===== config.mk =====
export PLATFORM = sky130hd
export DESIGN_NAME = inst_stream_gen
export DESIGN_NICKNAME = d
export VERILOG_FILES = /design/src/rtl/inst_stream_gen.sv
export SDC_FILE = /design/constraint.sdc
export NUM_CORES = 1
export LEC_CHECK = 0
export ABC_AREA = 0
export ABC_CLOCK_PERIOD_IN_PS = 5900
export CORE_ASPECT_RATIO = 1.4
export CORE_MARGIN = 4
export CORE_UTILIZATION = 40
export DETAILED_ROUTE_END_ITERATION = 16
export DONT_BUFFER_PORTS = 1
export PLACE_DENSITY = 0.53
export SYNTH_ARGS = -nofsm -noshare
export SYNTH_HDL_FRONTEND = slang
export SYNTH_SLANG_ARGS = --single-unit

===== constraint.sdc =====
create_clock -name clk -period 5.9 [get_ports clk]
set_input_delay 0.59 -clock clk [delete_from_list [all_inputs] [get_ports clk]]
set_output_delay 0.59 -clock clk [all_outputs]
set_load 0.01 [all_outputs]

===== src/rtl/inst_stream_gen.sv =====
`default_nettype none
// ============================================================================
// Module   : inst_stream_gen
// Purpose  : LFSR-driven constrained RISC-V instruction stream generator
//            with a valid/ready handshake; every emitted word is legal.
// Revision : 1.0  initial release
// ============================================================================
module inst_stream_gen #(
  parameter logic [15:0] LEN          = 16'd0,
  parameter logic [31:0] DEFAULT_SEED = 32'hACE1_2345
) (
  input  logic        clk,
  input  logic        reset,
  input  logic        start,
  input  logic        seed_load,
  input  logic [31:0] seed_in,
  input  logic        ready,
  output logic        valid,
  output logic [31:0] instruction,
  output logic        done,
  output logic [15:0] count
);

  localparam logic [1:0]  c_idle = 2'd0;
  localparam logic [1:0]  c_run  = 2'd1;
  localparam logic [1:0]  c_done = 2'd2;
  localparam logic [31:0] c_taps = 32'h8020_0003;

  logic [1:0]  r_state;
  logic [1:0]  w_state_nxt;
  logic [31:0] r_lfsr;
  logic [31:0] w_lfsr_nxt;
  logic [15:0] r_count;
  logic        w_accept;
  logic        w_last;

  assign w_accept   = (r_state == c_run) && ready;
  assign w_last     = (LEN != 16'd0) && (({1'b0, r_count} + 17'd1) == {1'b0, LEN});
  assign w_lfsr_nxt = {1'b0, r_lfsr[31:1]} ^ (r_lfsr[0] ? c_taps : 32'd0);
  assign count      = r_count;

  always_ff @(posedge clk) begin
    if (reset) r_state <= c_idle;
    else       r_state <= w_state_nxt;
  end

  always_comb begin
    w_state_nxt = r_state;
    case (r_state)
      c_run:   if (w_accept && w_last) w_state_nxt = c_done;
      default: if (start)              w_state_nxt = c_run;
    endcase
  end

  always_comb begin
    valid = (r_state == c_run);
    done  = (r_state == c_done);
  end

  // LFSR only moves on accept while running; seeding is allowed only when idle or done.
  always_ff @(posedge clk) begin
    if (reset) begin
      r_lfsr  <= DEFAULT_SEED;
      r_count <= 16'd0;
    end else if (r_state == c_run) begin
      if (ready) begin
        r_lfsr <= w_lfsr_nxt;
        if (r_count != 16'hFFFF) r_count <= r_count + 16'd1;
      end
    end else begin
      if (seed_load) r_lfsr  <= (seed_in == 32'd0) ? 32'd1 : seed_in;
      if (start)     r_count <= 16'd0;
    end
  end

  logic [3:0] w_cls;
  logic [3:0] w_k;
  logic [3:0] w_op;

  assign w_cls = r_lfsr[3:0];
  assign w_k   = r_lfsr[31:28];

  always_comb begin
    instruction = r_lfsr;
    w_op        = 4'd0;
    if (w_cls <= 4'd4) begin
      w_op = (w_k >= 4'd14) ? (w_k - 4'd14) : w_k;
      instruction[6:0]   = 7'b0110011;
      instruction[31:25] = 7'b0000000;
      case (w_op)
        4'd0:  instruction[14:12] = 3'b000;
        4'd1:  begin instruction[14:12] = 3'b000; instruction[31:25] = 7'b0100000; end
        4'd2:  instruction[14:12] = 3'b001;
        4'd3:  instruction[14:12] = 3'b010;
        4'd4:  instruction[14:12] = 3'b011;
        4'd5:  instruction[14:12] = 3'b100;
        4'd6:  instruction[14:12] = 3'b101;
        4'd7:  begin instruction[14:12] = 3'b101; instruction[31:25] = 7'b0100000; end
        4'd8:  instruction[14:12] = 3'b110;
        4'd9:  instruction[14:12] = 3'b111;
        4'd10: begin instruction[14:12] = 3'b000; instruction[31:25] = 7'b0000001; end
        4'd11: begin instruction[14:12] = 3'b001; instruction[31:25] = 7'b0000001; end
        4'd12: begin instruction[14:12] = 3'b010; instruction[31:25] = 7'b0000001; end
        default: begin instruction[14:12] = 3'b011; instruction[31:25] = 7'b0000001; end
      endcase
    end else if (w_cls <= 4'd8) begin
      w_op = (w_k >= 4'd9) ? (w_k - 4'd9) : w_k;
      instruction[6:0] = 7'b0010011;
      case (w_op)
        4'd0:  instruction[14:12] = 3'b000;
        4'd1:  instruction[14:12] = 3'b010;
        4'd2:  instruction[14:12] = 3'b011;
        4'd3:  instruction[14:12] = 3'b100;
        4'd4:  instruction[14:12] = 3'b110;
        4'd5:  instruction[14:12] = 3'b111;
        4'd6:  begin instruction[14:12] = 3'b001; instruction[31:25] = 7'b0000000; end
        4'd7:  begin instruction[14:12] = 3'b101; instruction[31:25] = 7'b0000000; end
        default: begin instruction[14:12] = 3'b101; instruction[31:25] = 7'b0100000; end
      endcase
    end else begin
      case (w_cls)
        4'd9, 4'd10: begin instruction[6:0] = 7'b0000011; instruction[14:12] = 3'b010; end
        4'd11:       begin instruction[6:0] = 7'b0100011; instruction[14:12] = 3'b010; end
        4'd12: begin
          // 010/011 are not branch encodings; fold them onto BEQ/BNE.
          instruction[6:0] = 7'b1100011;
          if (r_lfsr[14:13] == 2'b01) instruction[13] = 1'b0;
        end
        4'd13:       instruction[6:0] = 7'b1101111;
        4'd14:       begin instruction[6:0] = 7'b1100111; instruction[14:12] = 3'b000; end
        default:     instruction = 32'h0000_007F;
      endcase
    end
  end

endmodule
`default_nettype wire


==> results.cfg <==
[timing]
setup_tns_ps = 0
rsz0062_at_grt = no
worstMarginPinSlew_ps = 941.3
skew_ps = 2.779
final-setup-viol-count = 0
hold_violations = 0
drv_slew = 0
timing.final.crit_share_pct = 57.10
min_period_ps = 3369
maxSlewHeadroom_pct = 36.68
max_freq_mhz = 296.8

[placed_design]
placed_cell_area_um2 = 3324
dp_hpwl_um = 6346
place_congestion = 0.8375
portBuffers = 0

[yosys]
ys_types = 59
synth_top_flop_cell = dfxtp_1
synth_edf_count = 0
postSynthCellCount = 420
syn_area_um2 = 3311
postSynthAreaPerCell_um2 = 7.883
seq_area_frac_synth_pct = 29.63
yosysWarnings = 0
ys_ff_latch = 49
async_flop_share_pct = 0

[cts]
post_cts_buffers = 0
clk_latency_ps = 290
cts.clk_slew.worst_paths_ps = 60
cts-resized-gates = 0
cts_max_level = 2
cts_root_buf = clkbuf_16
cts_tree = yes
cts_buffers = 5
clockBufferDepth = 2
postCtsHoldBufs = 0
clock_sinks = 49

[detailed_routing]
drtIter0Drc = 138
drtPass1Iterations = 4
via_per_inst = 5.813
route.detailed.drc = 0
wl_per_cell_um = 17.34
routed-via-count = 2930
wirelength_um = 8737
ant_nets = 0

[critical_path]
cp-end-kind = output port
crit_required_ps = 5310
r2r_cells = 5
r2r-start = r_state[0]$_SDFFE_PP0P_
cp_max_fo = 15
crit_arrival_ps = 2780
crit_type = reg2out
reg2reg_to = r_lfsr[21]$_SDFFE_PP1P_
rrSetupSlack_ps = 3480
critPathLaunchType = flop

[floorplan]
io_pins = 87
rows = 39
die_w_um = 84.89
fp.dieH_um = 115.6
coreArea_um2 = 8100
start_util_pct = 40.87
dieArea_um2 = 9817

[final_layout]
multi_input_area_um2 = 2155
areaGrowthSynthToFinish_pct = 4.762
fin_area_um2 = 3468
regArea_um2 = 982.2
fill_cells = 853
drive_above_1_share_pct = 3.731
final_cell_mix = dfxtp_1 (48), nor2_1 (43), nand2_1 (34), mux2i_1 (32), o21ai_0 (27)
nets = 449
diodes = 0
final_common_cell = dfxtp_1

[power]
peakVddDrop_v = 0.0001647
power.leakage_nw = 1.264
cellPowerDensity_nw_per_um2 = 256.3

[worst_hold_path]
min_path_cells = 1
min_to = r_lfsr[28]$_SDFFE_PP0P_
hold_class = in2reg
hold_path.startpoint = reset

[global_route]
antenna_found_initial = 0
grt_start_max_net_pins = 59
grt_first_pass_wirelength_um = 13770
grt_usage_pct = 17.55
grt_pass1_vias = 2747
overflow = 0

[outcome]
status = completed

[run]
drv_cap = 0
## sequential cells by signal, summed over array words and instances, names as in the netlist
name	flops
r_lfsr	32
r_state	1
count	16
## Yosys cell counts, drive strengths merged, types with 3 or more instances
library cell,count,area share [%]
a21boi,3,0.68
a21oi,17,2.6
ha,11,4.2
mux2i,32,9.7
nor2,43,4.9
nor3,8,1.2
o31ai,4,1.1
o211ai,3,0.68
a211oi,21,4.9
nor4,9,1.7
or3,6,1.1
inv,12,1.4
a2111oi,3,0.83
nand2,34,3.9
clkbuf,15,1.7
nor3b,4,0.91
buf,14,2.7
nand4,8,1.7
xor2,5,1.3
and2,20,3.8
o21ai,29,4.4
nand3,6,0.91
xnor2,4,1.1
dfxtp,49,30
a31oi,4,0.76
nand2b,18,3.4
## kinds of logic after synthesis
logic type / share of synthesized area (%)
and+or+nand+nor: 27.51
AOI/OAI and AO/OA: 20.67
DFF: 29.63
buffers and inverters: 5.744
muxes: 9.675
adders and majority gates: 4.157
xor gates and xnor gates: 2.381
other: 0.2268
## critical path: stages, from the launching register on
cell	delay (ps)
dfxtp_1	630
inv_1	220
ha_1	370
and2_1	200
a211oi_2	310
nor2_1	80
a2111oi_1	470
o22ai_1	210
## layout make-up
cell class	count	share of cell area, %
multi-input combinational	331	62.12
clock inverter	2	0.4329
timing repair buffer	2	0.4329
inverter	12	1.299
tap	102	3.680
clock buffer	6	3.716
sequential	49	28.32
## metrics by stage
step           hold WS (ps)  worst slack (ps)  total power [W]  utilization, %  std cells
5_1_grt               357.4              2180        0.0009455           42.82        504
2_1_floorplan         449.9              3176        0.0005750               -        421
3_3_place_gp          477.7              2878        0.0006107           41.04        496
6_report              372.4              2531        0.0008889           42.82        504
3_5_place_dp          481.3              2781        0.0006137           41.04        496
4_1_cts               351.8              2459        0.0009023           42.82        504
## worst max-delay path by stage
stage,startpoint,end,slack [ps],cells past startpoint
after floorplan,r_lfsr[30]$_SDFFE_PP0P_,instruction[13],3180,9
after detailed placement,r_lfsr[28]$_SDFFE_PP0P_,instruction[14],2780,7
after global placement,r_lfsr[28]$_SDFFE_PP0P_,instruction[14],2880,7
final,r_lfsr[28]$_SDFFE_PP0P_,instruction[14],2530,7
after global routing,r_lfsr[28]$_SDFFE_PP0P_,instruction[25],2180,7
after CTS,r_lfsr[28]$_SDFFE_PP0P_,instruction[14],2460,7
## power by group
part / total [W] / switching, W / internal, W
clock network: 0.000284 / 0.000127 / 0.000157
logic: 0.000222 / 0.000134 / 0.0000880
registers: 0.000383 / 0.0000303 / 0.000352
total: 0.000889 / 0.000291 / 0.000598
## routing by layer
| metal | wire, µm | track usage (%) | share of wire (%) |
|---|---|---|---|
| met1 | 3586 | 19.92 | 41 |
| met2 | 4418 | 30.53 | 51 |
| met5 | 0 | 0 | 0 |
| met3 | 525 | 5.477 | 6.0 |
| met4 | 207 | 7.181 | 2.4 |
Note: power is estimated with default switching activity, not from simulation.
